$ cat src/rtl/send_shift_pkg.sv
// send_shift_pkg: operation encoding shared by the shift register
package send_shift_pkg;
  typedef enum logic {OP_SHIFT, OP_LOAD} op_e;
endpackage

$ cat src/rtl/send_shift.sv
// send_shift: WIDTH-bit parallel-load, MSB-first serial shift register
module send_shift
  import send_shift_pkg::*;
#(
  parameter int WIDTH = 4
) (
  input  logic             clk,
  input  logic             rst,
  input  logic             load,
  input  logic [WIDTH-1:0] in,
  input  logic             cin,
  output logic [0:WIDTH-1] out,
  output logic             sout
);
  op_e op;
  logic [WIDTH-1:0] sh_d, sh_q;
  // next register value: load wins over shift, cin enters at the LSB
  always_comb begin
    op = load ? OP_LOAD : OP_SHIFT;
    sh_d = (op == OP_LOAD) ? in : {sh_q[WIDTH-2:0], cin};
  end
  // register with synchronous reset taking priority over load and shift
  always_ff @(posedge clk)
    if (rst) sh_q <= '0;
    else sh_q <= sh_d;
  assign out = sh_q;
  assign sout = sh_q[WIDTH-1];
endmodule

$ cat config.mk
export PLATFORM = sky130hd
export DESIGN_NAME = send_shift
export DESIGN_NICKNAME = d
export VERILOG_FILES = /design/src/rtl/send_shift_pkg.sv /design/src/rtl/send_shift.sv
export SDC_FILE = /design/constraint.sdc
export NUM_CORES = 1
export LEC_CHECK = 0
export ABC_AREA = 0
export CORE_AREA = 2 2 39 41
export DETAILED_ROUTE_END_ITERATION = 7
export DIE_AREA = 0 0 41 43
export PLACE_DENSITY_LB_ADDON = 0.08
export REMOVE_ABC_BUFFERS = 1
export SYNTH_ARGS = -nofsm -noshare
export SYNTH_HDL_FRONTEND = slang
export SYNTH_SLANG_ARGS = --single-unit
$ cat constraint.sdc
create_clock -name clk -period 0.8 [get_ports clk]
set_input_delay 0.24 -clock clk [delete_from_list [all_inputs] [get_ports clk]]
set_output_delay 0.24 -clock clk [all_outputs]
set_load 0.01 [all_outputs]
==> impl_results.md, run 1 <==
- Filler cells: 155
- Root Buffer: clkbuf_4
- Slew @ Worst Pin: 0.231 ns
- Avg WL per Cell: roughly 8.7 microns
- Antenna diodes: 0
- Synth warn: 0
- Buffers plus inverters on the worst setup path: 1
- Max reg flops: 4
- Commonest non-fill, non-tap cell in the layout: clkdlybuf4s50_1
- Most frequent cells in the layout: clkdlybuf4s50_1, buf_6, mux2i_1, nor2_1, dfxtp_2
- Clk slew on worst S/H paths: approximately 0.030 ns
- Core area: between 1000 and 1500 sq um
- Final worst slack: -0.101 ns
- Slowest cell on the critical path: dfxtp_2
- First-pass GRT wire length: around 680 microns
- Share of layout cells above drive strength 1: 0.464
- Post-CTS Setup Bufs: 0
- Initial antenna violation count: 0
- Min Tclk post-route: around 0.90 ns
- Sequential-to-total area share from yosys stat: 0.542
- Worst-Skew Late Latency: between 0.2 and 0.25 ns
- CP Capture Type: output pin
- CTS tree: built
- Area grow syn2layout: 114%
- Row count: 14
- FF+latch count, synth: 4
- Final ANT Viol Nets: 0
- Total power: 567 uW
- IO Pins: 13
- Fmax: 1.11 GHz
- Required @ worst endpoint: 0.56 ns
- H-tree Lvls: 1
- Post-Syn Instances: 14
- Avg Inst Size Synth: approximately 11 sq um
- Placed Area: 283 sq um
- Endpoints failing setup: 5
- Synth Cell Area: 148 sq um
- CTS sink count: 4
- Die Ht: 43 microns
- Largest net degree at the start of global routing: 5
- Worst EP arrival: 0.66 ns
- Clock Tree Buf Depth: 2
- Status: finished, violations left
- Crit share post-route: 1.13
- MaxCap Viol Count: 0
- Synth unique cells: 5
- CP Class: reg2out
- Yosys top cell area share: 0.542
- Number of global-route vias before repair: 160
- Worst-path cell chain: buf_6
- CTS buffer count: 3
- Post-Route WL: 381 microns
- Gpl congestion: 0.626
- Hold crit path type: reg2reg
- Gr ovfl total: 0
- Global-route usage over all layers: 0.0662
- Cell Pwr Density: 1790 nW/um^2
- Max_slew headroom: 0.846
- RSZ-0062 raised after global routing: true
- Pre-antenna DRT Iters: 1
- Via density: 3.23
- Routed via count: 142
- Leakage power: 0.143 nW
- CP top delay family: flip-flops
- Dominant cells by area after synthesis: dfxtp_1, mux2i_1, nor2_1
- Fin nets: 38
- Critical Path Source Type: flop
- Drt first-iter violations: 0
- VDD IR-drop max: 0.571 mV
- Starting density of the core: 0.107
- Most area-hungry cell type in the Yosys netlist: dfxtp_1
- Skew final: 0.000197 ns
- Port Buffers: 12
- Cell area after layout: around 320 sq um
- Crit path largest cell delay: around 0.32 ns
- Failing checks: setup timing
- DRC viols: 0
- Fin. Hold Viols: 0
- Full die area: approximately 1800 sq um
- Final Slew Violations: 0
- Die W: just over 40 microns
- Max FO, Critical Path: 2
logic make-up (layout without fill, tap and decap cells):
| family | Yosys count | after routing | synth area share |
|---|---|---|---|
| buf+inv | 2 | 16 | 0.0847 |
| flops | 4 | 4 | 0.542 |
| mux | 4 | 4 | 0.271 |
| simple gates | 4 | 4 | 0.102 |
power breakdown:
| part | switching, mW | leakage, nW | internal, mW |
|---|---|---|---|
| logic | 0.0317 | 0.0949 | 0.0708 |
| clock network | 0.0726 | 0.0138 | 0.167 |
| registers | 0.00876 | 0.0344 | 0.216 |
through the flow:
stage / instances / setup WS [ns] / TNS (ns) / hold slack (ns) / utilization
detailed placement: 41 / -0.471 / -3.22 / 0.503 / 0.204
finish: 44 / -0.101 / -0.480 / 0.495 / 0.229
CTS: 44 / -0.112 / -0.541 / 0.514 / 0.228
global placement: 41 / -0.472 / -3.20 / 0.480 / 0.204
floorplan: 12 / 0.165 / 0 / 0.312 / -
global route: 44 / -0.128 / -0.614 / 0.554 / 0.229
cell type report:
cell class / instances / area (sq um) / share of cell area
sequential: 4 / 85.1 / 0.269
multi-input combinational: 8 / 55.1 / 0.174
clock buffer: 3 / 22.5 / 0.0711
timing repair buffer: 13 / 134 / 0.423
tap: 16 / 20.0 / 0.0632
Yosys cell counts:
library cell,n
clkbuf_2,1
mux2i_1,4
buf_4,1
dfxtp_1,4
nor2_1,4
worst paths after layout:
path	from	end	slack [ns]	cells past startpoint
max	out[0]	out[0]	-0.10	1
min	out[2]	out[1]	0.49	2
max reg2reg	out[1]	out[0]	0.08	3
min reg2reg	out[2]	out[1]	0.49	2
layer usage:
| metal | wire length [microns] | vias up | share of wire | GRT usage |
|---|---|---|---|---|
| met4 | 0 | 0 | 0 | 0.0800 |
| met2 | 180 | 6 | 0.47 | 0.0656 |
| li1 | - | 72 | - | - |
| met5 | 0 | - | 0 | 0 |
| met3 | 55 | 0 | 0.14 | 0.0576 |
| met1 | 145 | 64 | 0.38 | 0.0705 |
timing repair:
| action | 4_1_cts | 5_1_grt |
|---|---|---|
| hold endpoints to repair | 0 | 0 |
| resized for setup | 30 | 1 |
| endpoints found under the setup margin | 9 | 6 |
| hold buffers | 0 | 0 |
Power figures use the tool's default switching activity.
==> run 2: changes to the inputs <==
--- a/config.mk
+++ b/config.mk
@@ -9,6 +9,7 @@
 export CORE_AREA = 2 2 39 41
 export DETAILED_ROUTE_END_ITERATION = 7
 export DIE_AREA = 0 0 41 43
+export GPL_TIMING_DRIVEN = 0
 export PLACE_DENSITY_LB_ADDON = 0.08
 export REMOVE_ABC_BUFFERS = 1
 export SYNTH_ARGS = -nofsm -noshare
==> run 2 against run 1 <==
  * The run still ends with setup timing left
  * Cell count shrank 2.3%
  * Setup slack lost 0.0026 ns
  * Non-clock buffer count shrank 1
  * Total power grew 0.39%
  * Clock power grew 3%
  * Routed wire length shrank 1.3%
  * Die area is the same
  * Worst hold slack gained 0.00092 ns
  * Largest power group unchanged
  * Highest routed layer unchanged
==> impl_results.md, run 2 (synthesized netlist as in run 1, its figures left out) <==
- Required @ worst endpoint: 0.56 ns (about the same)
- Port Buffers: 12 (unchanged)
- R2R Path End: out[2] (was out[0])
- Cell area after layout: 308 sq um (was 317 sq um)
- Pre-antenna DRT Iters: 4 (was 1)
- H-tree Lvls: 1 (unchanged)
- Fmax: 1.11 GHz (about the same)
- Buffers plus inverters on the worst setup path: 1 (unchanged)
- Worst Hold End: out[1] (unchanged)
- Die Ht: 43 microns (unchanged)
- Initial antenna violation count: 0 (unchanged)
- Final worst slack: -0.103 ns (was -0.101 ns)
- CTS buffer count: 3 (unchanged)
- Full die area: 1760 sq um (unchanged)
- Hold crit path type: reg2reg (unchanged)
- Avg WL per Cell: 8.74 microns (was 8.66 microns)
- Gpl congestion: 0.580 (was 0.626)
- Share of layout cells above drive strength 1: 0.444 (was 0.464)
- Drt first-iter violations: 4 (was 0)
- Row count: 14 (unchanged)
- Largest net degree at the start of global routing: 5 (unchanged)
- CP top delay family: flip-flops (unchanged)
- Critical Path Source Type: flop (unchanged)
- Area grow syn2layout: 108% (was 114%)
- Hold path cells: 2 (unchanged)
- Multi-input gate area: 55.1 sq um (unchanged)
- Leakage power: 0.139 nW (was 0.143 nW)
- Endpoints failing setup: 5 (unchanged)
- Slew @ Worst Pin: 0.227 ns (was 0.231 ns)
- CP Capture Type: output pin (unchanged)
- Place WS: -0.462 ns (was -0.471 ns)
- CTS sink count: 4 (unchanged)
- Dpl cells: 40 (was 41)
- Fin nets: 37 (was 38)
- Min Tclk post-route: 0.903 ns (was 0.901 ns)
- DRC viols: 0 (unchanged)
- Gr ovfl total: 0 (unchanged)
- Max FO, Critical Path: 2 (unchanged)
- CP Class: reg2out (unchanged)
- Placed Area: 275 sq um (was 283 sq um)
- Number of global-route vias before repair: 156 (was 160)
- Final ANT Viol Nets: 0 (unchanged)
- Max_slew headroom: 0.848 (was 0.846)
- Hold WS: 0.496 ns (was 0.495 ns)
- Global-route usage over all layers: 0.0643 (was 0.0662)
- IO Pins: 13 (unchanged)
- First-pass GRT wire length: 655 microns (was 676 microns)
- Hold path startpoint: out[2] (unchanged)
- Clk slew on worst S/H paths: 0.04 ns (was 0.03 ns)
- Cell Pwr Density: 1850 nW/um^2 (was 1790 nW/um^2)
- Skew final: 0.00172 ns (was 0.000197 ns)
- Post-Route WL: 376 microns (was 381 microns)
- Total power: 569 uW (was 567 uW)
- Crit share post-route: 1.13 (about the same)
- Status: finished, violations left (unchanged)
- CTS tree: built (unchanged)
- Most frequent cells in the layout: clkdlybuf4s50_1, buf_6, mux2i_1, nor2_1, dfxtp_2 (unchanged)
- Hold-fix buffers, CTS: 0 (unchanged)
- Worst-path cell chain: buf_6 (unchanged)
- Register area: 85.1 sq um (unchanged)
- Final Slew Violations: 0 (unchanged)
- Root Buffer: clkbuf_4 (unchanged)
- VDD IR-drop max: 0.666 mV (was 0.571 mV)
- Max reg flops: 4 (unchanged)
- Post-CTS Setup Bufs: 0 (unchanged)
- Failing checks: setup timing (unchanged)
- Core area: 1380 sq um (unchanged)
- MaxCap Viol Count: 0 (unchanged)
- Via density: 3.23 (about the same)
- Commonest non-fill, non-tap cell in the layout: clkdlybuf4s50_1 (unchanged)
- Antenna diodes: 0 (unchanged)
- Worst EP arrival: 0.66 ns (about the same)
- Starting density of the core: 0.107 (unchanged)
- Die W: 41 microns (unchanged)
- Slowest cell on the critical path: dfxtp_2 (unchanged)
- Filler cells: 151 (was 155)
- Worst-Skew Late Latency: 0.23 ns (about the same)
- RSZ-0062 raised after global routing: true (unchanged)
- Fin. Hold Viols: 0 (unchanged)
- Register-to-register setup slack: 0.20 ns (was 0.08 ns)
- Crit path largest cell delay: 0.32 ns (about the same)
- Clock Tree Buf Depth: 2 (unchanged)
- Reg-to-reg startpoint: out[3] (was out[1])
- Fin cells: 43 (was 44)
- CTS-repair resized insts: 30 (unchanged)
- Routed via count: 139 (was 142)
- Worst Reg2Reg Path Length in Cells: 2 (was 3)
[run 2: worst max path at each step]
stage                      start      to  cells past startpoint
after detailed placement    load  out[3]                      3
final                     out[0]  out[0]                      1
after global routing      out[0]  out[0]                      1
after CTS                 out[0]  out[0]                      1
after floorplan           out[0]  out[0]                      0
after global placement      load  out[3]                      3
[run 2: per-layer routing]
layer,wire (microns),global-route usage,up-vias
met1,141,0.0611,63
met2,195,0.0750,6
li1,-,-,70
met3,39,0.0471,0
met5,0,0,-
met4,0,0.0800,0
[run 2: layout make-up]
cell class | instances | area share
Clock buffer | 3 | 0.0732
Tap cell | 16 | 0.0650
Multi-Input combinational cell | 8 | 0.179
Sequential cell | 4 | 0.276
Timing Repair Buffer | 12 | 0.407
[run 2: power breakdown]
| group | leakage (nW) | internal [mW] | switching [mW] |
|---|---|---|---|
| sequential | 0.0344 | 0.216 | 0.00865 |
| combinational | 0.0904 | 0.0668 | 0.0304 |
| clock | 0.0138 | 0.168 | 0.0797 |
| total | 0.139 | 0.451 | 0.119 |
[run 2: per-stage QoR]
stage	util	TNS [ns]
3_5_place_dp	0.199	-3.18
6_report	0.222	-0.493
5_1_grt	0.222	-0.651
4_1_cts	0.222	-0.561
2_1_floorplan	-	0
3_3_place_gp	0.199	-3.28
